### src/rtl/mesh_pkg.sv
// Shared definitions for the mesh router datapath.
// Contents:
//   DIR_*            one-hot output-direction codes, bit order {L,W,E,S,N}
//   DEST_X_*/DEST_Y_* destination-coordinate field positions inside a packet
//   PACKET_WIDTH_DEF default packet width
package mesh_pkg;

    localparam int PACKET_WIDTH_DEF = 64;

    typedef logic [4:0] dir_t;

    localparam dir_t DIR_N = 5'b00001;
    localparam dir_t DIR_S = 5'b00010;
    localparam dir_t DIR_E = 5'b00100;
    localparam dir_t DIR_W = 5'b01000;
    localparam dir_t DIR_L = 5'b10000;

    localparam int DEST_X_HI = 55;
    localparam int DEST_X_LO = 52;
    localparam int DEST_Y_HI = 51;
    localparam int DEST_Y_LO = 48;

endpackage

### src/rtl/mesh_input_port_if.sv
// Link and arbiter-facing signals of a mesh input port.
//   link_si/link_di : upstream send strobe and packet
//   link_ri         : ready back to upstream
//   polarity        : link phase driven by the port
//   route_req/gnt   : one-hot request to / grant from the output arbiters
//   pkt_out         : packet held in the outbound virtual channel
// slave  = the input port itself; master = upstream sender plus arbiters.
interface mesh_input_port_if #(
    parameter int PACKET_WIDTH = mesh_pkg::PACKET_WIDTH_DEF
);
    logic                    link_si;
    logic                    link_ri;
    logic [PACKET_WIDTH-1:0] link_di;
    logic                    polarity;
    logic [4:0]              route_req;
    logic [4:0]              route_gnt;
    logic [PACKET_WIDTH-1:0] pkt_out;

    modport master (
        output link_si, link_di, route_gnt,
        input  link_ri, polarity, route_req, pkt_out
    );

    modport slave (
        input  link_si, link_di, route_gnt,
        output link_ri, polarity, route_req, pkt_out
    );
endinterface

### src/rtl/xy_route_calc.sv
// Dimension-ordered (X first, then Y) route decision.
// Ports:
//   dest_x, dest_y : packet destination coordinates (unsigned)
//   dir            : one-hot output direction {L,W,E,S,N}
// Purely combinational; shared by every input port of the router.
module xy_route_calc
    import mesh_pkg::*;
#(
    parameter logic [3:0] MY_X = 4'd0,
    parameter logic [3:0] MY_Y = 4'd0
) (
    input  logic [3:0] dest_x,
    input  logic [3:0] dest_y,
    output dir_t       dir
);
    always_comb begin
        dir = DIR_L;
        if (dest_x > MY_X)      dir = DIR_E;
        else if (dest_x < MY_X) dir = DIR_W;
        else if (dest_y > MY_Y) dir = DIR_N;
        else if (dest_y < MY_Y) dir = DIR_S;
    end
endmodule

### src/rtl/mesh_input_port.sv
// Router receive port terminating one mesh link.
// Two single-entry VC buffers (even/odd) alternate roles every cycle: the
// buffer selected by polarity receives from upstream, the other one presents
// its packet and XY route request to the output arbiters.
// Ports:
//   clk, reset : clock, asynchronous active-low reset
//   port       : link/arbiter interface (slave side)
//   vc_full    : buffer occupancy {odd,even}
//   rx_count   : accepted-packet counter, wraps at 16 bits
module mesh_input_port
    import mesh_pkg::*;
#(
    parameter int         PACKET_WIDTH = PACKET_WIDTH_DEF,
    parameter logic [3:0] MY_X         = 4'd0,
    parameter logic [3:0] MY_Y         = 4'd0
) (
    input  logic               clk,
    input  logic               reset,
    mesh_input_port_if.slave   port,
    output logic [1:0]         vc_full,
    output logic [15:0]        rx_count
);
    logic                    polarity_q, polarity_d;
    logic [1:0]              full_q, full_d;
    logic [PACKET_WIDTH-1:0] vc_data_q [2];
    logic [PACKET_WIDTH-1:0] vc_data_d [2];
    logic [15:0]             rx_count_q, rx_count_d;

    logic                    out_vc;
    logic [PACKET_WIDTH-1:0] out_pkt;
    dir_t                    route_dir;
    logic                    accept;
    logic                    release_vc;

    // Outbound VC is always the one upstream cannot write this cycle.
    assign out_vc  = ~polarity_q;
    assign out_pkt = vc_data_q[out_vc];

    xy_route_calc #(
        .MY_X (MY_X),
        .MY_Y (MY_Y)
    ) u_route (
        .dest_x (out_pkt[DEST_X_HI:DEST_X_LO]),
        .dest_y (out_pkt[DEST_Y_HI:DEST_Y_LO]),
        .dir    (route_dir)
    );

    always_comb begin
        port.link_ri   = ~full_q[polarity_q];
        port.polarity  = polarity_q;
        port.route_req = full_q[out_vc] ? route_dir : '0;
        port.pkt_out   = full_q[out_vc] ? out_pkt : '0;
        vc_full        = full_q;
        rx_count       = rx_count_q;
    end

    always_comb begin
        accept     = port.link_si & ~full_q[polarity_q];
        // Only grant bits that match the live request release the buffer.
        release_vc = |(port.route_gnt & port.route_req);

        polarity_d = ~polarity_q;
        full_d     = full_q;
        vc_data_d  = vc_data_q;
        rx_count_d = rx_count_q;

        if (accept) begin
            vc_data_d[polarity_q] = port.link_di;
            full_d[polarity_q]    = 1'b1;
            rx_count_d            = rx_count_q + 16'd1;
        end
        // Accept and release always address different buffers.
        if (release_vc) begin
            vc_data_d[out_vc] = '0;
            full_d[out_vc]    = 1'b0;
        end
    end

    always_ff @(posedge clk or negedge reset) begin
        if (!reset) begin
            polarity_q   <= 1'b0;
            full_q       <= 2'b00;
            vc_data_q[0] <= '0;
            vc_data_q[1] <= '0;
            rx_count_q   <= 16'd0;
        end else begin
            polarity_q   <= polarity_d;
            full_q       <= full_d;
            vc_data_q[0] <= vc_data_d[0];
            vc_data_q[1] <= vc_data_d[1];
            rx_count_q   <= rx_count_d;
        end
    end
endmodule

### src/flat_wrapper.sv
// flat-port wrapper written by rule: the top's interface ports become plain ports
module mesh_input_port_flat import mesh_pkg::*;
#(
    parameter int         PACKET_WIDTH = PACKET_WIDTH_DEF,
    parameter logic [3:0] MY_X         = 4'd0,
    parameter logic [3:0] MY_Y         = 4'd0
)
  (clk, reset, vc_full, rx_count, port_link_si, port_link_di, port_route_gnt, port_link_ri, port_polarity, port_route_req, port_pkt_out);
  mesh_input_port_if #(.PACKET_WIDTH(PACKET_WIDTH)) port_i ();
  input  logic clk;
  input  logic reset;
  output logic [1:0] vc_full;
  output logic [15:0] rx_count;
  input wire logic [$bits(port_i.link_si)-1:0] port_link_si;
  input wire logic [$bits(port_i.link_di)-1:0] port_link_di;
  input wire logic [$bits(port_i.route_gnt)-1:0] port_route_gnt;
  output wire logic [$bits(port_i.link_ri)-1:0] port_link_ri;
  output wire logic [$bits(port_i.polarity)-1:0] port_polarity;
  output wire logic [$bits(port_i.route_req)-1:0] port_route_req;
  output wire logic [$bits(port_i.pkt_out)-1:0] port_pkt_out;
  assign port_i.link_si = port_link_si;
  assign port_i.link_di = port_link_di;
  assign port_i.route_gnt = port_route_gnt;
  assign port_link_ri = port_i.link_ri;
  assign port_polarity = port_i.polarity;
  assign port_route_req = port_i.route_req;
  assign port_pkt_out = port_i.pkt_out;
  mesh_input_port #(.PACKET_WIDTH(PACKET_WIDTH), .MY_X(MY_X), .MY_Y(MY_Y)) u_core (.clk(clk), .reset(reset), .port(port_i), .vc_full(vc_full), .rx_count(rx_count));
endmodule
### config.mk
export PLATFORM = sky130hd
export DESIGN_NAME = mesh_input_port_flat
export DESIGN_NICKNAME = d
export VERILOG_FILES = /design/src/rtl/mesh_pkg.sv /design/src/rtl/mesh_input_port_if.sv /design/src/rtl/xy_route_calc.sv /design/src/rtl/mesh_input_port.sv /design/src/flat_wrapper.sv
export SDC_FILE = /design/constraint.sdc
export NUM_CORES = 1
export LEC_CHECK = 0
export ABC_AREA = 1
export CORE_UTILIZATION = 50
export CTS_BUF_LIST = sky130_fd_sc_hd__clkbuf_4
export DETAILED_ROUTE_END_ITERATION = 12
export PLACE_DENSITY = 0.8
export SYNTH_ARGS = -nofsm -noshare
export SYNTH_HDL_FRONTEND = slang
export SYNTH_HIERARCHICAL = 1
export SYNTH_SLANG_ARGS = --single-unit
### constraint.sdc
create_clock -name clk -period 6.2 [get_ports clk]
set_input_delay 1.55 -clock clk [delete_from_list [all_inputs] [get_ports clk]]
set_output_delay 1.55 -clock clk [all_outputs]
set_load 0.05 [all_outputs]
==> results.yml, run 1 <==
floorplanning:
  design.die.area_sq_um: 21200
  pin_count: 161
  core_sq_um: 20200
  die_w_microns: 146
  rows: 52
  die_y_microns: 146
  start_util: 0.510
cells_and_area:
  finalInstanceArea_sq_um: 12200
  area_growth_syn_to_layout_pct: 18.2
  stdcell_count: 1885
  drive_gt1_frac: 0.0743
  layout_common_cells: "nand2_1, nand3_1, clkdlybuf4s50_1, dfrtp_1, inv_1"
  fin_nets: 1674
  final_common_cell: "nand2_1"
sta:
  fmax_ghz: 0.198
  hold_viol: 0
  period_minus_slack_ps: 5040
  setup_violations: 0
  period_share: 0.813
  fin_skew_ps: 27.0
  rsz0062_at_grt: "no"
  slew_headroom: 0.318
  slew_viol_final: 0
  setup_tns_ps: 0
  worst_slew_pin_slew_ps: 1020
cts:
  cts_root_buffer: "clkbuf_4"
  htree_levels: 4
  cts_buffer_depth: 2
  cts_hold_buf: 0
  post_cts_buffers: 0
  numClockSinks: 147
  clkSlewWorstSetupHoldPaths_ps: 130
  cts_tree: "done"
  insertion_delay_ps: 580
  post_cts_resize_count: 0
  cts_buffers: 17
critical_path:
  cp-endpoint: "port_pkt_out[55]"
  path_cells: "inv_2, buf_4, nand2_2, nand2_4, inv_1, a21oi_1, clkdlybuf4s50_1"
  cp-end-kind: "primary output"
  arrival_ps: 3490
  rrSetupSlack_ps: 2530
  critPathBufInv: 4
  crit_family: "buffers and inverters"
  crit_required_ps: 4650
  critPathSlowestCell: "clkdlybuf4s50_1"
  rr_worst_depth: 12
  worstReg2RegStart: "u_core/port.polarity"
  cp_num_cells: 7
  critPathKind: "register to primary output"
  cp-startpoint: "u_core/port.polarity"
  critPathLaunchType: "register"
  slowest_delay_ps: 850
  cp_max_fo: 34
  rr_endpoint: "u_core/vc_data_q[55]"
grt:
  grt_max_degree: 96
  grt_pass1_vias: 9597
  overflow: 0
  antenna_found_initial: 1
  grt_usage: 0.274
  grt_pass1_wl_microns: 47700
detailed_routing:
  drt_pre_antenna_iters: 5
  wl_per_cell_microns: 15.3
  finalWirelength_microns: 28900
  ant_nets: 0
  drt-initial-drc-count: 1016
  dr_total_vias: 10300
  viasPerCell: 5.47
  drc_errors: 0
worst_hold_path:
  hold_path_class: "register to register"
  min_from: "u_core/rx_count[4]"
power_and_ir_drop:
  ir_worst_vdd_uv: 261
  p_per_area_nw_per_um2: 431
  total_power_mw: 5.26
  p_leak_nw: 7.05
job:
  max_cap_viol_count: 0
place:
  place_inst: 1852
  routabilityCongestion: 0.837
  port_buffers: 158
  place_hpwl_microns: 17100
  placed_cell_area_sq_um: 11900
run_status:
  status: "complete, no violations"
logic_synthesis:
  synth-seq-cells: 147
  seq_area_frac_synth: 0.356
  synth.distinct_cells: 25
  yosysWarnings: 6
  netlist_instances: 1531
  avgSynthCellArea_sq_um: 6.74
  syn_area_sq_um: 10300
-- kinds of logic after synthesis --
kind of cell | after synthesis | share of synthesized area
compound gates | 208 | 0.132
xor+xnor | 6 | 0.00509
fa+ha+maj | 1 | 0.00121
buf+inv | 272 | 0.110
flops | 147 | 0.356
mux | 56 | 0.0611
other cells | 1 | 0.000363
simple gates | 840 | 0.334
-- synthesized netlist by cell type (all sizes together) --
library cell	count	share of area
ha	1	0.0012
conb	1	0.00036
o21ai	70	0.034
xor2	3	0.0025
mux2	56	0.061
a21oi	8	0.0039
inv	149	0.054
nand3b	1	0.00073
nor3	1	0.00048
xnor2	3	0.0025
nand4	2	0.0012
nand2	598	0.22
o21bai	130	0.095
clkbuf	43	0.016
buf	80	0.040
dfrtp	147	0.36
nand3	207	0.10
nor2	31	0.012
-- sequential cells by signal, summed over array words and instances (netlist names) --
signal / cells
u_core/port.polarity: 1
u_core/rx_count: 16
u_core/vc_data_q: 128
u_core/vc_full: 2
-- through the flow --
stage	worst slack (ps)	hold WS, ps	utilization
6_report	1160	536	0.603
5_1_grt	967	561	0.603
4_1_cts	1110	544	0.603
3_5_place_dp	1770	519	0.586
3_3_place_gp	1820	513	0.586
2_1_floorplan	2210	580	-
-- per-layer routing --
layer	vias to the layer above	wire, microns	share of wire	global-route usage
met3	39	2310	0.080	0.0495
met4	0	627	0.022	0.0979
met2	445	13200	0.46	0.432
met5	-	0	0	0
met1	4843	12700	0.44	0.378
li1	4988	-	-	-
-- layout make-up --
cell class	count	area, sq um
fillers	1857	8030
multi-input cells	1113	5560
flip-flops and latches	147	3680
repair buffers	173	1720
inverters	149	562
well taps	270	338
clock inverters	14	211
clock buffers	18	135
diodes	1	2.50
-- where the power goes --
part / internal (mW) / total (mW) / switching (mW)
logic: 0.959 / 3.02 / 2.06
clock network: 0.363 / 0.731 / 0.368
registers: 1.30 / 1.51 / 0.209
total: 2.63 / 5.26 / 2.64
-- worst min path at each step --
stage | endpoint | slack [ps] | cells past startpoint
2_1_floorplan | u_core/vc_data_q[100] | 580 | 4
3_3_place_gp | u_core/rx_count[15] | 510 | 2
3_5_place_dp | u_core/rx_count[4] | 520 | 1
4_1_cts | u_core/rx_count[4] | 540 | 1
5_1_grt | u_core/rx_count[3] | 560 | 1
6_report | u_core/rx_count[4] | 540 | 1
Note: power is estimated with default switching activity, not from simulation.
==> run 2: changes to the inputs <==
clock period = 4.71 ns   (was 6.2 ns; I/O delays follow)
==> run 2 against run 1 <==
Combinational power grew 50%. Sequential share of layout area shrank 1.6 points. Highest routed layer unchanged. Core utilization grew 3.5 points. Total power grew 41%. Clock power grew 23%. Wire length grew 2.0%.
==> results.yml, run 2 (synthesis results as in run 1) <==
sta:
  hold_viol: 0
  rsz0062_at_grt: "no"
  slew_viol_final: 0
  worst_slew_pin_slew_ps: 910
  setup_tns_ps: 0
  period_share: 0.871
  setup_violations: 0
  fmax_ghz: 0.244
  fin_skew_ps: 19.6
  slew_headroom: 0.393
  period_minus_slack_ps: 4100
detailed_routing:
  dr_total_vias: 10500
  drc_errors: 0
  drt_pre_antenna_iters: 5
  finalWirelength_microns: 29500
  viasPerCell: 5.54
  ant_nets: 0
  wl_per_cell_microns: 15.6
  drt-initial-drc-count: 924
run_status:
  status: "complete, no violations"
cells_and_area:
  top_register: "u_core/vc_data_q"
  fillers: 1737
  drive_gt1_frac: 0.117
  stdcell_count: 1891
  layout_common_cells: "nand2_1, nand3_1, dfrtp_1, inv_1, o21bai_1"
  fin_nets: 1680
  final_common_cell: "nand2_1"
  area_growth_syn_to_layout_pct: 25.0
  largest_reg_flops: 128
critical_path:
  crit_required_ps: 3530
  worstReg2RegStart: "u_core/port.polarity"
  cp-end-kind: "primary output"
  cp-startpoint: "u_core/port.polarity"
  cp_max_fo: 134
  critPathKind: "register to primary output"
  critPathLaunchType: "register"
  arrival_ps: 2930
cts:
  cts_buffers: 17
  insertion_delay_ps: 590
  htree_levels: 4
  post_cts_resize_count: 0
  post_cts_buffers: 0
  cts_tree: "done"
  numClockSinks: 147
  cts_hold_buf: 0
  clkSlewWorstSetupHoldPaths_ps: 120
  cts_root_buffer: "clkbuf_4"
  cts_buffer_depth: 2
floorplanning:
  design.die.area_sq_um: 21200
  pin_count: 161
  rows: 52
  start_util: 0.510
  core_sq_um: 20200
  die_y_microns: 146
  die_w_microns: 146
grt:
  antenna_found_initial: 1
  grt_pass1_wl_microns: 48700
  overflow: 0
  grt_usage: 0.281
  grt_max_degree: 135
  grt_pass1_vias: 9905
power_and_ir_drop:
  ir_worst_vdd_uv: 549
  p_leak_nw: 7.40
  p_per_area_nw_per_um2: 574
place:
  port_buffers: 158
  place_inst: 1858
  routabilityCongestion: 0.818
  place_hpwl_microns: 17900
worst_hold_path:
  hold_path_class: "register to register"
  min_from: "u_core/rx_count[3]"
job:
  max_cap_viol_count: 0
run 2: cell types whose count changed in the layout (fill, tap and decap cells not counted):
cell             change
bufinv_16            -1
clkbuf_4             +1
buf_4                +4
clkinv_2             -1
clkinv_4             -3
buf_12              +69
clkinv_1             +4
clkdlybuf4s50_1     -67
run 2: final cells by class:
class                           count  area [sq um]  share of cell area
Antenna cell                        1          2.50            0.000194
Sequential cell                   147          3680               0.285
Clock buffer                       19           143              0.0111
Clock inverter                     13           165              0.0128
Inverter                          149           562              0.0435
Multi-Input combinational cell   1113          5560               0.431
Timing Repair Buffer              179          2460               0.190
Tap cell                          270           338              0.0262
run 2: report_power, final:
group	internal (mW)	switching, mW
clock network	0.423	0.475
logic	1.69	2.84
registers	1.72	0.265
run 2: path summary, 6_finish.rpt:
| kind | endpoint | slack [ps] | depth (start not counted) |
|---|---|---|---|
| max in group asynchronous | u_core/vc_data_q[61] | 3020 | 2 |
| min in group asynchronous | u_core/rx_count[11] | 620 | 1 |
| worst max-delay path | port_pkt_out[55] | 610 | 6 |
| worst min-delay path | u_core/rx_count[3] | 530 | 1 |
| worst min register to register | u_core/rx_count[3] | 530 | 1 |
| worst max register to register | u_core/vc_data_q[16] | 1230 | 12 |
run 2: layer usage:
| layer | up-vias | GRT usage | wire (microns) |
|---|---|---|---|
| li1 | 4992 | - | - |
| met1 | 4972 | 0.371 | 12500 |
| met2 | 446 | 0.458 | 14100 |
| met3 | 57 | 0.0511 | 2230 |
| met4 | 0 | 0.107 | 634 |
| met5 | - | 0 | 0 |
run 2: worst max-delay path, cell delays in order, from the launching register on:
cell and delay (ps):
dfrtp_4 450, buf_12 490, nand2_1 190, nand2_4 270, inv_1 320, a21oi_1 370, buf_12 180
run 2: per-stage QoR:
step	hold WS (ps)	power, mW	area, sq um	utilization	setup slack (ps)
finish	525	7.41	12900	0.638	607
CTS	526	7.39	12900	0.638	532
global route	548	7.85	12900	0.638	482
detailed placement	506	6.49	12600	0.622	1210
floorplan	580	4.88	10300	-	1090
global placement	511	6.36	12600	0.622	1210
